===== src/rtl/cache_refill_arbiter_pkg.sv =====
// Shared constants and types for the cache refill arbiter slice.
// Provides AXI burst encodings, requester ids and the refill FSM state type.
package cache_pkg;

  localparam logic [1:0] AXI_BURST_INCR = 2'b01;
  localparam logic [1:0] AXI_BURST_WRAP = 2'b10;
  localparam logic [2:0] AXI_SIZE_4B    = 3'd2;

  localparam logic [3:0] REQ_ID_I = 4'd0;
  localparam logic [3:0] REQ_ID_D = 4'd1;

  localparam int DEFAULT_BLOCK_SIZE = 5;

  // Number of 32-bit beats in a block of 2**block_size bytes.
  function automatic int beats(input int block_size);
    return 1 << (block_size - 2);
  endfunction

  localparam int BEATS = beats(DEFAULT_BLOCK_SIZE);

  typedef enum logic [1:0] {
    IDLE,
    AR,
    R
  } state_t;

endpackage


===== src/rtl/cache_refill_arbiter_if.sv =====
// AXI read-channel (AR + R) bundle between the refill arbiter and the top-level AXI port.
// The arbiter uses the master modport; the memory side uses the slave modport.
interface cache_refill_arbiter_if #(
  parameter int ADDR_WIDTH = 32,
  parameter int DATA_WIDTH = 32
);

  logic [3:0]            arid;
  logic [ADDR_WIDTH-1:0] araddr;
  logic [7:0]            arlen;
  logic [2:0]            arsize;
  logic [1:0]            arburst;
  logic                  arvalid;
  logic                  arready;
  logic [3:0]            rid;
  logic [DATA_WIDTH-1:0] rdata;
  logic                  rlast;
  logic                  rvalid;
  logic                  rready;

  modport master (
    output arid, araddr, arlen, arsize, arburst, arvalid, rready,
    input  arready, rid, rdata, rlast, rvalid
  );

  modport slave (
    input  arid, araddr, arlen, arsize, arburst, arvalid, rready,
    output arready, rid, rdata, rlast, rvalid
  );

endinterface


===== src/rtl/cache_refill_arbiter_rr_arbiter2.sv =====
// Two-input round-robin arbiter; bit 0 is the icache, bit 1 the dcache.
// On a tie the requester that did not win last time is granted.
module rr_arbiter2 (
  input  logic       clk,
  input  logic       resetn,
  input  logic [1:0] req,
  input  logic       update,
  output logic [1:0] grant
);

  logic last_grant;

  always_comb begin
    grant = 2'b00;
    case (req)
      2'b01:   grant = 2'b01;
      2'b10:   grant = 2'b10;
      2'b11:   grant = last_grant ? 2'b01 : 2'b10;
      default: grant = 2'b00;
    endcase
  end

  // Remember the winner only when the grant is actually taken.
  always_ff @(posedge clk or negedge resetn) begin
    if (!resetn) begin
      last_grant <= 1'b0;
    end else if (update && (grant != 2'b00)) begin
      last_grant <= grant[1];
    end
  end

endmodule


===== src/rtl/cache_refill_arbiter.sv =====
// Shares one AXI read channel between icache and dcache block refills, one burst at a time.
// Define CRITICAL_WORD_FIRST_EN for WRAP bursts starting at the missed word; default is INCR from word 0.
module cache_refill_arbiter
  import cache_pkg::*;
#(
  parameter int ADDR_WIDTH = 32,
  parameter int BLOCK_SIZE = 5,
  parameter int DATA_WIDTH = 32
) (
  input  logic                  clk,
  input  logic                  resetn,
  input  logic                  i_req,
  input  logic [ADDR_WIDTH-1:0] i_addr,
  output logic                  i_rvalid,
  output logic                  i_done,
  input  logic                  d_req,
  input  logic [ADDR_WIDTH-1:0] d_addr,
  output logic                  d_rvalid,
  output logic                  d_done,
  output logic [BLOCK_SIZE-3:0] r_word,
  output logic [DATA_WIDTH-1:0] r_data,
  cache_refill_arbiter_if.master axi
);

  localparam int         WORD_W = BLOCK_SIZE - 2;
  localparam logic [7:0] AR_LEN = 8'(beats(BLOCK_SIZE) - 1);

  state_t                state, state_nxt;
  logic [1:0]            grant;
  logic                  grant_en;
  logic                  ar_fire;
  logic                  beat_fire;
  logic                  rready_c;
  logic                  done_any;
  logic                  serve_d;
  logic                  arvalid_q;
  logic [3:0]            arid_q;
  logic [ADDR_WIDTH-1:0] miss_addr;
  logic [ADDR_WIDTH-1:0] ar_addr_c;
  logic [ADDR_WIDTH-1:0] araddr_q;
  logic [WORD_W-1:0]     start_word;
  logic [WORD_W-1:0]     beat_idx;
  logic                  unused_rid;

  rr_arbiter2 u_arb (
    .clk    (clk),
    .resetn (resetn),
    .req    ({d_req, i_req}),
    .update (grant_en),
    .grant  (grant)
  );

  assign miss_addr = grant[1] ? d_addr : i_addr;

`ifdef CRITICAL_WORD_FIRST_EN
  localparam logic [ADDR_WIDTH-1:0] ALIGN_MASK = ADDR_WIDTH'(3);
  localparam logic [1:0]            BURST_TYPE = AXI_BURST_WRAP;
  assign start_word = miss_addr[BLOCK_SIZE-1:2];
`else
  localparam logic [ADDR_WIDTH-1:0] ALIGN_MASK = ADDR_WIDTH'((64'd1 << BLOCK_SIZE) - 64'd1);
  localparam logic [1:0]            BURST_TYPE = AXI_BURST_INCR;
  assign start_word = '0;
`endif

  assign ar_addr_c  = miss_addr & ~ALIGN_MASK;
  assign done_any   = i_done | d_done;
  assign unused_rid = ^axi.rid;

  always_ff @(posedge clk or negedge resetn) begin
    if (!resetn) begin
      state <= IDLE;
    end else begin
      state <= state_nxt;
    end
  end

  // The done cycle stays in R with rready low so the served requester can drop req before IDLE samples.
  always_comb begin
    state_nxt = state;
    grant_en  = 1'b0;
    ar_fire   = 1'b0;
    beat_fire = 1'b0;
    rready_c  = 1'b0;
    case (state)
      IDLE: begin
        if (grant != 2'b00) begin
          grant_en  = 1'b1;
          state_nxt = AR;
        end
      end
      AR: begin
        if (arvalid_q && axi.arready) begin
          ar_fire   = 1'b1;
          state_nxt = R;
        end
      end
      R: begin
        if (done_any) begin
          state_nxt = IDLE;
        end else begin
          rready_c  = 1'b1;
          beat_fire = axi.rvalid;
        end
      end
      default: state_nxt = IDLE;
    endcase
  end

  // Address phase and per-beat outputs; rlast alone decides when the burst ends.
  always_ff @(posedge clk or negedge resetn) begin
    if (!resetn) begin
      arvalid_q <= 1'b0;
      arid_q    <= '0;
      araddr_q  <= '0;
      serve_d   <= 1'b0;
      beat_idx  <= '0;
      i_rvalid  <= 1'b0;
      i_done    <= 1'b0;
      d_rvalid  <= 1'b0;
      d_done    <= 1'b0;
      r_word    <= '0;
      r_data    <= '0;
    end else begin
      i_rvalid <= 1'b0;
      i_done   <= 1'b0;
      d_rvalid <= 1'b0;
      d_done   <= 1'b0;
      if (grant_en) begin
        arvalid_q <= 1'b1;
        arid_q    <= grant[1] ? REQ_ID_D : REQ_ID_I;
        araddr_q  <= ar_addr_c;
        serve_d   <= grant[1];
        beat_idx  <= start_word;
      end
      if (ar_fire) begin
        arvalid_q <= 1'b0;
      end
      if (beat_fire) begin
        r_data   <= axi.rdata;
        r_word   <= beat_idx;
        beat_idx <= beat_idx + 1'b1;
        i_rvalid <= ~serve_d;
        d_rvalid <= serve_d;
        if (axi.rlast) begin
          i_done <= ~serve_d;
          d_done <= serve_d;
        end
      end
    end
  end

  assign axi.arid    = arid_q;
  assign axi.araddr  = araddr_q;
  assign axi.arlen   = AR_LEN;
  assign axi.arsize  = AXI_SIZE_4B;
  assign axi.arburst = BURST_TYPE;
  assign axi.arvalid = arvalid_q;
  assign axi.rready  = rready_c;

endmodule


===== src/flat_wrapper.sv =====
// flat-port wrapper written by rule: the top's interface ports become plain ports
module cache_refill_arbiter_flat import cache_pkg::*;
#(
  parameter int ADDR_WIDTH = 32,
  parameter int BLOCK_SIZE = 5,
  parameter int DATA_WIDTH = 32
)
  (clk, resetn, i_req, i_addr, i_rvalid, i_done, d_req, d_addr, d_rvalid, d_done, r_word, r_data, axi_arid, axi_araddr, axi_arlen, axi_arsize, axi_arburst, axi_arvalid, axi_rready, axi_arready, axi_rid, axi_rdata, axi_rlast, axi_rvalid);
  cache_refill_arbiter_if #(.ADDR_WIDTH(ADDR_WIDTH), .DATA_WIDTH(DATA_WIDTH)) axi_i ();
  input  logic clk;
  input  logic resetn;
  input  logic i_req;
  input  logic [ADDR_WIDTH-1:0] i_addr;
  output logic i_rvalid;
  output logic i_done;
  input  logic d_req;
  input  logic [ADDR_WIDTH-1:0] d_addr;
  output logic d_rvalid;
  output logic d_done;
  output logic [BLOCK_SIZE-3:0] r_word;
  output logic [DATA_WIDTH-1:0] r_data;
  output wire logic [$bits(axi_i.arid)-1:0] axi_arid;
  output wire logic [$bits(axi_i.araddr)-1:0] axi_araddr;
  output wire logic [$bits(axi_i.arlen)-1:0] axi_arlen;
  output wire logic [$bits(axi_i.arsize)-1:0] axi_arsize;
  output wire logic [$bits(axi_i.arburst)-1:0] axi_arburst;
  output wire logic [$bits(axi_i.arvalid)-1:0] axi_arvalid;
  output wire logic [$bits(axi_i.rready)-1:0] axi_rready;
  input wire logic [$bits(axi_i.arready)-1:0] axi_arready;
  input wire logic [$bits(axi_i.rid)-1:0] axi_rid;
  input wire logic [$bits(axi_i.rdata)-1:0] axi_rdata;
  input wire logic [$bits(axi_i.rlast)-1:0] axi_rlast;
  input wire logic [$bits(axi_i.rvalid)-1:0] axi_rvalid;
  assign axi_arid = axi_i.arid;
  assign axi_araddr = axi_i.araddr;
  assign axi_arlen = axi_i.arlen;
  assign axi_arsize = axi_i.arsize;
  assign axi_arburst = axi_i.arburst;
  assign axi_arvalid = axi_i.arvalid;
  assign axi_rready = axi_i.rready;
  assign axi_i.arready = axi_arready;
  assign axi_i.rid = axi_rid;
  assign axi_i.rdata = axi_rdata;
  assign axi_i.rlast = axi_rlast;
  assign axi_i.rvalid = axi_rvalid;
  cache_refill_arbiter #(.ADDR_WIDTH(ADDR_WIDTH), .BLOCK_SIZE(BLOCK_SIZE), .DATA_WIDTH(DATA_WIDTH)) u_core (.clk(clk), .resetn(resetn), .i_req(i_req), .i_addr(i_addr), .i_rvalid(i_rvalid), .i_done(i_done), .d_req(d_req), .d_addr(d_addr), .d_rvalid(d_rvalid), .d_done(d_done), .r_word(r_word), .r_data(r_data), .axi(axi_i));
endmodule

===== config.mk =====
export PLATFORM = sky130hd
export DESIGN_NAME = cache_refill_arbiter_flat
export DESIGN_NICKNAME = d
export VERILOG_FILES = /design/src/rtl/cache_refill_arbiter_pkg.sv /design/src/rtl/cache_refill_arbiter_if.sv /design/src/rtl/cache_refill_arbiter_rr_arbiter2.sv /design/src/rtl/cache_refill_arbiter.sv /design/src/flat_wrapper.sv
export SDC_FILE = /design/constraint.sdc
export NUM_CORES = 1
export LEC_CHECK = 0
export ABC_AREA = 1
export CAP_MARGIN = 25
export CORE_ASPECT_RATIO = 1.2
export CORE_MARGIN = 2
export CORE_UTILIZATION = 39
export DETAILED_ROUTE_END_ITERATION = 10
export GPL_TIMING_DRIVEN = 0
export MAX_ROUTING_LAYER = met4
export PLACE_DENSITY = 0.91
export SETUP_SLACK_MARGIN = 0.02
export SLEW_MARGIN = 20
export SYNTH_ARGS = -nofsm -noshare
export SYNTH_HDL_FRONTEND = slang
export SYNTH_SLANG_ARGS = --single-unit
export TNS_END_PERCENT = 1

===== constraint.sdc =====
create_clock -name clk -period 1.3 [get_ports clk]
set_input_delay 0.26 -clock clk [delete_from_list [all_inputs] [get_ports clk]]
set_output_delay 0.26 -clock clk [all_outputs]
set_load 0.02 [all_outputs]

# [Yosys cells after proc, flatten, opt, wreduce, memory -nomap -nowiden]
# Index checks and enable logic that the tools add are counted.
[classes] addsub=1 n_eq_ne=8 bitwise=2 muxes=26 n_reduce_logical=7
[ops] operator="32-bit 2-to-1 mux" n=1
[ops] operator="1-bit 2-to-1 mux" n=17
[ops] operator="2-bit one-hot mux with 3 select lines" n=2
[ops] operator="2-bit 2-to-1 mux" n=4
[ops] operator="2-bit equality test (second input constant)" n=3
[ops] operator="3-bit 2-to-1 mux" n=2
[ops] operator="2-bit by 1-bit inequality test with 1-bit output (second input constant)" n=3
[ops] operator="2-bit nonzero test" n=3
[ops] operator="2-bit by 1-bit equality test with 1-bit output (second input constant)" n=2
[ops] operator="3-bit by 1-bit adder with 3-bit output (second input constant)" n=1
[ops] operator="3-bit AND reduction" n=1
[ops] operator="1-bit logical AND" n=2
[ops] operator="2-bit zero test" n=1
[ops] operator="1-bit inverter" n=1
[ops] operator="1-bit bitwise OR" n=1
[totals] inputBits=107 out_inout_bits=90 reg_bits=78

# [Longest topological paths before layout]
[logic_depth] word_depth=7 mapped_depth=7 mapped_depth_nobuf=6

# [Modules after synthesis]
# Synthesis repeated with hierarchy kept, for this count alone.
[hier_totals] cells_unflattened=405 hier_area_um2=3365.7
[by_module_without_submodules] mod="cache_refill_arbiter" area_each_um2=3300.7 seq_area_each_um2=1826.8 instances=1 cells_per_inst=396
[by_module_without_submodules] mod="rr_arbiter2" area_each_um2=65.1 seq_area_each_um2=25.0 instances=1 cells_per_inst=9

# [Worst setup path before layout]
# OpenSTA, ideal clock, no wires.
[synth_timing] path_kind="register to register" start="register u_core.d_done" end="register u_core.r_word[2]" setup_slack_ns=0.093 setup_time_ns=0.065 path_stages_with_launch=7 required_time_ns=1.235 arrival_ns=1.142 period_less_slack_ns=1.207 path_cell_list="dfrtp_1 > nor2_2 > nand2_2 > nor2_8 > buf_6 > nand2_1 > nand2_1"
[synth_between] elab_chain_len=3
[synth_rtl] element="from (decl)" line_no="cache_refill_arbiter.sv:19" source="output logic d_done,"
[synth_rtl] element="from (signal assigned)" line_no="cache_refill_arbiter.sv:146" source="d_done <= serve_d;"
[synth_rtl] element="1-bit bitwise OR" line_no="cache_refill_arbiter.sv:66" source="assign done_any = i_done | d_done;"
[synth_rtl] element="1-bit 2-to-1 mux" line_no="cache_refill_arbiter.sv:98" source="if (done_any) begin"
[synth_rtl] element="1-bit 2-to-1 mux" line_no="cache_refill_arbiter.sv:84" source="case (state)"
[synth_rtl] element="to (signal assigned)" line_no="cache_refill_arbiter.sv:140" source="r_word <= beat_idx;"
[synth_rtl] element="to (decl)" line_no="cache_refill_arbiter.sv:20" source="output logic [BLOCK_SIZE-3:0] r_word,"
# Every way passes these cells.
# A chain may end at the register's enable or synchronous reset.

# [Final worst setup path]
[layout_timing] start="register u_core.i_done" end="output axi_rready"
[layout_between] elab_chain_len=3
[layout_rtl] element="from (decl)" line_no="cache_refill_arbiter.sv:15" source="output logic i_done,"
[layout_rtl] element="from (signal assigned)" line_no="cache_refill_arbiter.sv:145" source="i_done <= ~serve_d;"
[layout_rtl] element="1-bit bitwise OR" line_no="cache_refill_arbiter.sv:66"
[layout_rtl] element="1-bit 2-to-1 mux" line_no="cache_refill_arbiter.sv:98"
[layout_rtl] element="1-bit 2-to-1 mux" line_no="cache_refill_arbiter.sv:84"
[layout_rtl] element="to (decl)" line_no="flat_wrapper.sv:28" source="output wire logic [$bits(axi_i.rready)-1:0] axi_rready;"
# Every way passes these cells.

==> results_dict.tcl <==
set metrics [dict create \
    status "finished, violations left" \
    violations "negative setup slack" \
    post-route-period-util 1.07 \
    grt_overflow 0 \
    io_buffers 161 \
    ir_drop_mv 1.08 \
    core_region_area_um2 8660 \
    root_buffer "clkbuf_8" \
    numCtsBuffers 9 \
    die_area_um2 9780 \
    setup.worst_path.class "reg2out" \
    totalWireLength_mm 10.0 \
    viasPerCell 4.58 \
    ys_warn_count 0 \
    synth_area_leader_cell "dfrtp_1" \
    fin_nets 734 \
    clkSinkCount 73 \
    fp-row-count 37 \
    drt_first_pass_iters 4 \
    grt_max_degree 60 \
    crit_fanout 2 \
    cap_violations 0 \
    end_kind "output port" \
    synth_edf_count 0 \
    avgRoutedWirePerCell_um 13.4 \
    synthesis.area_um2 3510 \
    synth_seq_cells 73 \
    power.leakage_uw 0.00295 \
    grt_first_pass_wirelength_mm 16.0 \
    setup_tns_ps -884 \
    dpl.hpwl_mm 7.41 \
    required_ps 1040 \
    grt_usage 0.213 \
    regArea_um2 1830 \
    cpMaxStageDelayCell "dfrtp_1" \
    multi_input_area_um2 1370 \
    dieWidth_um 90.6 \
    crit_chain "nor2_4 -> nand2_2 -> inv_2 -> buf_6" \
    p_per_area_nw_per_um2 1980 \
    routabilityCongestion 0.746 \
    timing.fmax_ghz 0.717 \
    totalPowerFinal_uw 11000 \
    clock_path_buffers 2 \
    post-synth-top-count-cell "nand2_1" \
    htree_num_levels 3 \
    boundaryPins 197 \
    hold_class "in2async" \
    drive_above_1_share 0.239 \
    synth_commonest_cells "195 x nand2_1, 73 x dfrtp_1, 31 x inv_1, 31 x nand3_1" \
    reg2reg_depth 7 \
    fin_ws_ps -95.5 \
    initial_core_util 0.405 \
    synthCells 426 \
    clkSlewWorstSetupHoldPaths_ps 70 \
    insertedDiodeCount 0 \
    slew_violations 0 \
    grt_pass1_vias 3426 \
    antenna_left 0 \
    yosys.area.top_type_share 0.520 \
    final_util 0.642 \
    hold_violations 0 \
    rsz0062_at_grt "true" \
    worst_setup_path_start_kind "flip-flop" \
    vias 3425 \
    seq_area_frac_synth 0.520 \
    whs_ps 324 \
    place_ws_ps -378 \
    nFillCells 716 \
    yosys-top-cells-area "dfrtp_1 52%, nand2_1 21%, buf_4 5.8%" \
    skew_ps 6.30 \
    r2r_slack_ps -40 \
    synth_flop_cell "dfrtp_1" \
    synthToLayoutAreaGrowth_pct 58.3 \
    worstSkewPairLatency_ps 350 \
    drt_iter0_drc 121 \
    cpPeakStageDelay_ps 420 \
    synth.distinct_cells 23 \
    setup_viol 46 \
    die_h_um 108 \
    drc 0 \
    fin_crit_ps 1400 \
    antenna_found_initial 0 \
    cts_tree "yes" \
    postSynthAreaPerCell_um2 8.24 \
    async_flop_share 1.00 \
    cp.arrival_ps 1140 \
]
[layout make-up]
class / count / area share
Sequential cell: 73 / 0.329
Timing Repair Buffer: 170 / 0.283
Multi-Input combinational cell: 297 / 0.247
Buffer: 41 / 0.0592
Clock buffer: 13 / 0.0286
Tap cell: 117 / 0.0263
Inverter: 34 / 0.0234
Clock inverter: 3 / 0.00270
[timing repair]
item / CTS / global route
pin swaps: 5 / 3
setup buffers: 6 / 1
resized for setup: 224 / 43
setup endpoints to repair: 118 / 101
hold endpoints to repair: 14 / 0
hold buffers: 1 / 0
[sequential cells by signal, summed over array words and instances (netlist names)]
register,cells
u_core.r_data,32
u_core.axi.araddr,27
u_core.beat_idx,3
u_core.r_word,3
u_core.state,2
u_core.axi.arid,1
u_core.axi.arvalid,1
u_core.d_done,1
u_core.d_rvalid,1
u_core.i_done,1
u_core.i_rvalid,1
[metrics by stage]
| step | instance area [µm²] | cells |
|---|---|---|
| floorplan | 3580 | 445 |
| CTS | 5680 | 747 |
| finish | 5560 | 748 |
| global placement | 5340 | 723 |
| detailed placement | 5360 | 724 |
| global route | 5560 | 748 |
[power by group]
part | internal (µW) | switching [µW] | total (µW)
Combinational | 2290 | 3240 | 5520
Sequential | 3270 | 568 | 3840
Clock | 790 | 829 | 1620
Total | 6340 | 4640 | 11000
[cell families after synthesis]
kind of cell | Yosys count | synth area share
AOI/OAI and AO/OA | 3 | 0.00535
xor gates and xnor gates | 1 | 0.00250
adders and majority gates | 1 | 0.00356
buffers and inverters | 75 | 0.119
DFF | 73 | 0.520
other | 2 | 0.00214
and+or+nand+nor | 271 | 0.347
[layer usage]
layer | part of all wire | routed length, µm | vias up | global-route usage
met5 | 0 | 0 | - | -
li1 | - | - | 1658 | -
met3 | 0.078 | 782 | 14 | 0.0455
met1 | 0.40 | 4000 | 1607 | 0.243
met2 | 0.51 | 5120 | 146 | 0.369
met4 | 0.011 | 112 | 0 | 0.0802
[final timing paths]
| path | from | end |
|---|---|---|
| max in group asynchronous | resetn | u_core.axi.arid[0] |
| min reg2reg | u_core.axi.araddr[29] | u_core.axi.araddr[29] |
| max reg2reg | u_core.i_done | u_core.r_data[13] |
| max | u_core.i_done | axi_rready |
| min in group clk | axi_rdata[22] | u_core.r_data[22] |
| min | resetn | u_core.r_data[31] |
[worst max-delay path, delay by kind of cell, from the launching register on]
family                 cells  cell delay (ps)
buffers and inverters      2              170
and+or+nand+nor            2              210
DFF                        1              420
[placed cells by master, fill, tap and decap left out, types with 3 or more instances in the layout]
master           netlist  final
clkinv_2               0      3
clkbuf_2               0      3
buf_2                 11     36
clkdlybuf4s50_1        0     91
nand3b_1              27     27
nand2_4                1      3
inv_2                  3      3
conb_1                 2     21
buf_6                  3     13
nor2_1                 6      6
clkbuf_8               0     11
nor2_4                 2      3
nor3_1                 3      3
inv_1                 31     30
dfrtp_1               73     71
buf_4                 27     33
nand2_1              195    193
nand3_1               31     29
clkdlybuf4s15_2        0     31
Note: power is estimated with default switching activity, not from simulation.
